--- config.mk ---
export PLATFORM = sky130hd
export DESIGN_NAME = midi_route_sched
export DESIGN_NICKNAME = d
export VERILOG_FILES = /design/src/rtl/midi_route_sched.sv
export SDC_FILE = /design/constraint.sdc
export NUM_CORES = 1
export LEC_CHECK = 0
export ABC_AREA = 1
export ABC_CLOCK_PERIOD_IN_PS = 3100
export BUFFER_PORTS_ARGS = -buffer_cell sky130_fd_sc_hd__buf_2
export CAP_MARGIN = 20
export CORE_MARGIN = 5
export CORE_UTILIZATION = 54
export CTS_BUF_LIST = sky130_fd_sc_hd__clkbuf_4 sky130_fd_sc_hd__clkbuf_8 sky130_fd_sc_hd__clkbuf_16
export DETAILED_ROUTE_END_ITERATION = 16
export PLACE_DENSITY = 0.86
export SYNTH_ARGS = -nofsm -noshare
export SYNTH_HDL_FRONTEND = slang
export SYNTH_SLANG_ARGS = --single-unit
--- constraint.sdc ---
create_clock -name clk -period 3.1 [get_ports clk]
set_input_delay 0.62 -clock clk [delete_from_list [all_inputs] [get_ports clk]]
set_output_delay 0.62 -clock clk [all_outputs]
set_load 0.005 [all_outputs]
--- src/rtl/midi_route_sched.sv ---
`default_nettype none
// ============================================================================
// midi_route_sched : round-robin MIDI byte router with per-source message lock
// Revision 1.0
// ============================================================================
module midi_route_sched #(
   parameter int PORTS        = 8,
   parameter int LOCK_TIMEOUT = 12_000_000
) (
   input  logic                     clk,
   input  logic                     rst,
   input  logic [PORTS-1:0]         rx_empty,
   output logic [PORTS-1:0]         rx_rden,
   input  logic [PORTS*8-1:0]       rxdata,
   input  logic [PORTS-1:0]         tx_busy,
   output logic [PORTS-1:0]         txdv,
   output logic [PORTS*8-1:0]       txdata,
   output logic [PORTS*4-1:0]       txcurport,
   input  logic [PORTS*PORTS-1:0]   route_map
);

   localparam int SW = (PORTS > 1) ? $clog2(PORTS) : 1;
   localparam int TW = $clog2(LOCK_TIMEOUT + 1);
   localparam logic [SW-1:0] c_last_port = SW'(PORTS - 1);
   localparam logic [TW-1:0] c_to_max    = TW'(LOCK_TIMEOUT - 1);

   typedef enum logic [2:0] {
      ARB    = 3'd0,
      READ   = 3'd1,
      LATCH  = 3'd2,
      SEND   = 3'd3,
      UPDATE = 3'd4
   } state_t;

   state_t            r_state;
   logic [SW-1:0]     r_src;
   logic [SW-1:0]     r_last;
   logic [SW-1:0]     r_d;
   logic [7:0]        r_byte;
   logic [PORTS-1:0]  r_mask;
   logic              r_locked;
   logic [SW-1:0]     r_lock_src;
   logic [TW-1:0]     r_to_cnt;
   logic [1:0]        r_need  [PORTS];
   logic [1:0]        r_run   [PORTS];
   logic              r_sysex [PORTS];

   logic              w_found;
   logic [SW-1:0]     w_pick;
   logic [SW-1:0]     w_cand;
   logic [1:0]        w_need_n;
   logic [1:0]        w_run_n;
   logic              w_sysex_n;
   logic              w_lock_set;
   logic              w_lock_clr;

   // While locked only the lock holder may be granted; otherwise rotate from last_grant+1.
   always_comb begin
      w_found = 1'b0;
      w_pick  = '0;
      w_cand  = '0;
      if (r_locked) begin
         w_found = !rx_empty[r_lock_src];
         w_pick  = r_lock_src;
      end else begin
         for (int i = 1; i <= PORTS; i++) begin
            w_cand = SW'((int'(r_last) + i) % PORTS);
            if (!w_found && !rx_empty[w_cand]) begin
               w_found = 1'b1;
               w_pick  = w_cand;
            end
         end
      end
   end

   // Message tracker next state for the byte just forwarded from r_src.
   always_comb begin
      w_need_n   = r_need[r_src];
      w_run_n    = r_run[r_src];
      w_sysex_n  = r_sysex[r_src];
      w_lock_set = 1'b0;
      w_lock_clr = 1'b0;
      if (r_byte[7]) begin
         if (r_byte[7:4] != 4'hF) begin
            if (r_byte[7:5] == 3'b110) begin
               w_need_n = 2'd1;
               w_run_n  = 2'd1;
            end else begin
               w_need_n = 2'd2;
               w_run_n  = 2'd2;
            end
            w_lock_set = 1'b1;
         end else begin
            case (r_byte[3:0])
               4'h0: begin
                  w_sysex_n  = 1'b1;
                  w_lock_set = 1'b1;
               end
               4'h1, 4'h3: begin
                  w_need_n   = 2'd1;
                  w_run_n    = 2'd0;
                  w_lock_set = 1'b1;
               end
               4'h2: begin
                  w_need_n   = 2'd2;
                  w_run_n    = 2'd0;
                  w_lock_set = 1'b1;
               end
               4'h4, 4'h5, 4'h6: begin
                  w_need_n   = 2'd0;
                  w_run_n    = 2'd0;
                  w_lock_clr = 1'b1;
               end
               4'h7: begin
                  w_sysex_n  = 1'b0;
                  w_need_n   = 2'd0;
                  w_lock_clr = 1'b1;
               end
               default: ; // realtime passes through untouched
            endcase
         end
      end else if (!r_sysex[r_src]) begin
         if (r_need[r_src] != 2'd0) begin
            w_need_n = r_need[r_src] - 2'd1;
            if (r_need[r_src] == 2'd1)
               w_lock_clr = 1'b1;
         end else if (r_run[r_src] != 2'd0) begin
            w_need_n = r_run[r_src] - 2'd1;
            if (r_run[r_src] == 2'd2)
               w_lock_set = 1'b1;
         end
      end
   end

   always_ff @(posedge clk) begin
      if (rst) begin
         r_state    <= ARB;
         r_src      <= '0;
         r_last     <= c_last_port;
         r_d        <= '0;
         r_byte     <= '0;
         r_mask     <= '0;
         r_locked   <= 1'b0;
         r_lock_src <= '0;
         r_to_cnt   <= '0;
         rx_rden    <= '0;
         txdv       <= '0;
         txdata     <= '0;
         txcurport  <= '0;
         for (int i = 0; i < PORTS; i++) begin
            r_need[i]  <= '0;
            r_run[i]   <= '0;
            r_sysex[i] <= 1'b0;
         end
      end else begin
         rx_rden <= '0;
         txdv    <= '0;
         case (r_state)
            ARB: begin
               if (w_found) begin
                  r_src           <= w_pick;
                  rx_rden[w_pick] <= 1'b1;
                  r_to_cnt        <= '0;
                  r_state         <= READ;
               end else if (r_locked && rx_empty[r_lock_src]) begin
                  // An abandoned message must not starve the other sources forever.
                  if (r_to_cnt >= c_to_max) begin
                     r_locked              <= 1'b0;
                     r_need[r_lock_src]    <= '0;
                     r_sysex[r_lock_src]   <= 1'b0;
                     r_to_cnt              <= '0;
                  end else begin
                     r_to_cnt <= r_to_cnt + 1'b1;
                  end
               end
            end
            READ: begin
               r_state <= LATCH;
            end
            LATCH: begin
               r_byte  <= rxdata[r_src*8 +: 8];
               r_mask  <= route_map[r_src*PORTS +: PORTS];
               r_d     <= '0;
               r_state <= SEND;
            end
            SEND: begin
               if (!(r_mask[r_d] && tx_busy[r_d])) begin
                  if (r_mask[r_d]) begin
                     txdv[r_d]               <= 1'b1;
                     txdata[r_d*8 +: 8]      <= r_byte;
                     txcurport[r_d*4 +: 4]   <= 4'(r_src);
                  end
                  if (r_d == c_last_port)
                     r_state <= UPDATE;
                  else
                     r_d <= r_d + 1'b1;
               end
            end
            UPDATE: begin
               r_need[r_src]  <= w_need_n;
               r_run[r_src]   <= w_run_n;
               r_sysex[r_src] <= w_sysex_n;
               if (w_lock_set) begin
                  r_locked   <= 1'b1;
                  r_lock_src <= r_src;
               end else if (w_lock_clr) begin
                  r_locked   <= 1'b0;
               end
               r_last  <= r_src;
               r_state <= ARB;
            end
            default: r_state <= ARB;
         endcase
      end
   end

endmodule
`default_nettype wire
==> results_dict.tcl <==
set metrics [dict create \
    grt_pass1_wl_um 53000 \
    wl_per_cell_um 16.0 \
    worstRegToRegCells 16 \
    rsz0062_at_grt "no" \
    fmax_ghz 0.354 \
    via_per_inst 5.56 \
    cts_max_level 1 \
    pin_count 258 \
    seq_area_frac_synth_pct 41.1 \
    cp.required_ns 3.54 \
    drv_cap 0 \
    multiInputGateArea_um2 5340 \
    status "completed" \
    hold_end "txdata[29]" \
    synth_area_leader_cell "dfxtp_1" \
    drcViolationCount 0 \
    syn_inst 1569 \
    hp-start "txdata[29]" \
    drv_slew 0 \
    post-synth-top-area-fraction_pct 30.1 \
    worstReg2RegEnd "r_to_cnt[9]" \
    start_util_pct 55.2 \
    ys_async_sr_fraction_pct 0 \
    cts_tree "built" \
    track_usage_pct 28.4 \
    synthTopCellsByCount "nor2_1, nand2_1, inv_1, o21ai_0, dfxtp_1" \
    setup_violations 0 \
    grt_pass1_vias 10900 \
    postSynthAreaPerCell_um2 6.92 \
    fin_worst_skew_ns 0.0160 \
    fillers 1707 \
    first_pass_iters 7 \
    place.gp.congestion 0.910 \
    root_buffer "clkbuf_16" \
    post-route-min-period_ns 2.83 \
    fin_ws_ns 0.274 \
    drt_iter0_markers 905 \
    yosysUniqueCellTypes 50 \
    pre_cts_ws_ns 0.0534 \
    numCtsBuffers 22 \
    post-dp-hpwl_um 24700 \
    fp-row-count 51 \
    area_growth_syn_to_layout_pct 20.9 \
    post_cts_buffers 0 \
    synth_area_um2 10900 \
    critPathKind "flip-flop to flip-flop" \
    synth_top_flop_cell "dfxtp_1" \
    period_share_pct 91.1 \
    clock-sinks 203 \
    end_kind "flip-flop" \
    clk_pin_slew_ns 0.06 \
    seq_area_um2 4470 \
    cp_max_fo 12 \
    worstMarginPinSlew_ns 0.656 \
    placed_area_um2 12400 \
    synth.most_common_cell "nor2_1" \
    fin_setup_tns_ns 0 \
    drt_wl_total_um 33500 \
    arrival_ns 3.26 \
    slew_headroom_pct 56.1 \
    fin_nets 1960 \
    final_cell_area_um2 13100 \
    drive_above_1_share_pct 19.9 \
    die_h_um 152 \
    synth-edff-count 40 \
    grt_max_degree 56 \
    grt.overflow.total 0 \
    p_leak_nw 5.94 \
    hold-path-cell-count 2 \
    ys_seq_elements 203 \
    hold_viol 0 \
    die_area_um2 23000 \
    synth_warnings 0 \
    power_density_nw_per_um2 525 \
    port_buffers 249 \
    hold_ws_ns 0.444 \
    cts_resized 0 \
    peakVddDrop_mv 0.471 \
    hold_path.class "flip-flop to flip-flop" \
    synthTopCellsByArea "dfxtp_1, edfxtp_1, nor2_1, nand2_1, o21ai_0" \
    cts_buffer_depth 3 \
    core_um2 19700 \
    r2r_setup_slack_ns 0.27 \
    r2r_start "r_last[1]" \
    ant_nets 0 \
    cts_hold_buffers 0 \
    clock_latency_ns 0.51 \
    antenna_found_initial 0 \
    fp.dieW_um 152 \
    vias 11600 \
    start_kind "flip-flop" \
    num_antenna_cells 0 \
]
==> kinds of logic after synthesis <==
family                     after synthesis  share of synthesized area, %
buffers and inverters                  266                          9.93
xor gates and xnor gates                21                          1.70
DFF                                    203                          41.1
and+or+nand+nor                        717                          27.7
AOI/OAI and AO/OA                      354                          18.7
other                                    1                        0.0346
adders and majority gates                7                         0.807
==> placed cells by master, fill, tap and decap left out, drive strengths merged, types with 4 or more instances in the layout <==
cell type and instances:
dfxtp 163, xor2 17, buf 286, o221ai 11
nor2 311, xnor2 4, a22o 6, clkbuf 28
conb 8, nor4 4, a31oi 7, nor3 27
o22ai 9, clkinv 6, nand3 98, a211oi 18
inv 189, ha 7, o21ai 175, a21oi 101
a221oi 9, edfxtp 40, nand4 21, nand2 250
==> how the worst max path moves through the flow <==
| stage | endpoint | start | cells after the start |
|---|---|---|---|
| after global placement | r_to_cnt[4] | r_last[1] | 14 |
| after global routing | txcurport[10] | r_d[0] | 9 |
| after CTS | r_to_cnt[9] | r_last[1] | 14 |
| final | r_to_cnt[9] | r_last[1] | 16 |
| after detailed placement | r_to_cnt[9] | r_last[1] | 14 |
| after floorplan | r_to_cnt[16] | r_last[0] | 17 |
==> flip-flops by register name (all words and copies together) (netlist names), named ones only <==
name / count
r_lock_src: 3
r_run: 16
r_locked: 1
rx_rden: 8
r_need: 16
txdata: 64
r_sysex: 8
r_state: 3
r_last: 3
r_src: 3
r_to_cnt: 24
txdv: 8
r_mask: 8
r_byte: 8
r_d: 3
txcurport: 24
==> through the flow <==
| step | utilization [%] | power, mW | std cells |
|---|---|---|---|
| 6_report | 66.8 | 6.89 | 2088 |
| 5_1_grt | 66.8 | 7.20 | 2088 |
| 4_1_cts | 66.7 | 6.89 | 2088 |
| 3_5_place_dp | 62.9 | 4.26 | 2048 |
| 3_3_place_gp | 62.9 | 4.24 | 2048 |
| 2_1_floorplan | - | 3.81 | 1576 |
==> where the power goes <==
part / switching [mW] / internal [mW] / leakage, nW
registers: 0.0915 / 2.77 / 1.73
clock network: 1.07 / 1.57 / 0.368
logic: 0.935 / 0.448 / 3.84
==> area by class of cell <==
cell class                      count  share of cell area [%]
Sequential cell                   203                    34.0
Clock inverter                     12                    1.02
Inverter                          187                    5.35
Clock buffer                       28                    4.63
Multi-Input combinational cell   1107                    40.7
Timing Repair Buffer              286                    11.7
Tap cell                          265                    2.53
==> per-layer routing <==
layer,vias to the layer above,share of wire (%),global-route usage [%]
li1,5640,-,-
met1,5324,39,35.5
met2,555,49,49.8
met3,97,8.5,5.38
met4,0,3.3,8.67
met5,-,0,0
==> critical path, cell delays in order (launching register included) <==
cell and delay, ns:
dfxtp_2 0.44, inv_2 0.06, ha_1 0.36, inv_1 0.15, nand3_1 0.13, nand3_1 0.10, nand2_2 0.15, nand3_2 0.13
nor2_4 0.17, nand3_2 0.11, nor2_4 0.16, nand2_2 0.12, nand2_2 0.25, nand2_1 0.08, nand2_1 0.08, nand2_2 0.13
nor2_1 0.14
Power figures use the tool's default switching activity.
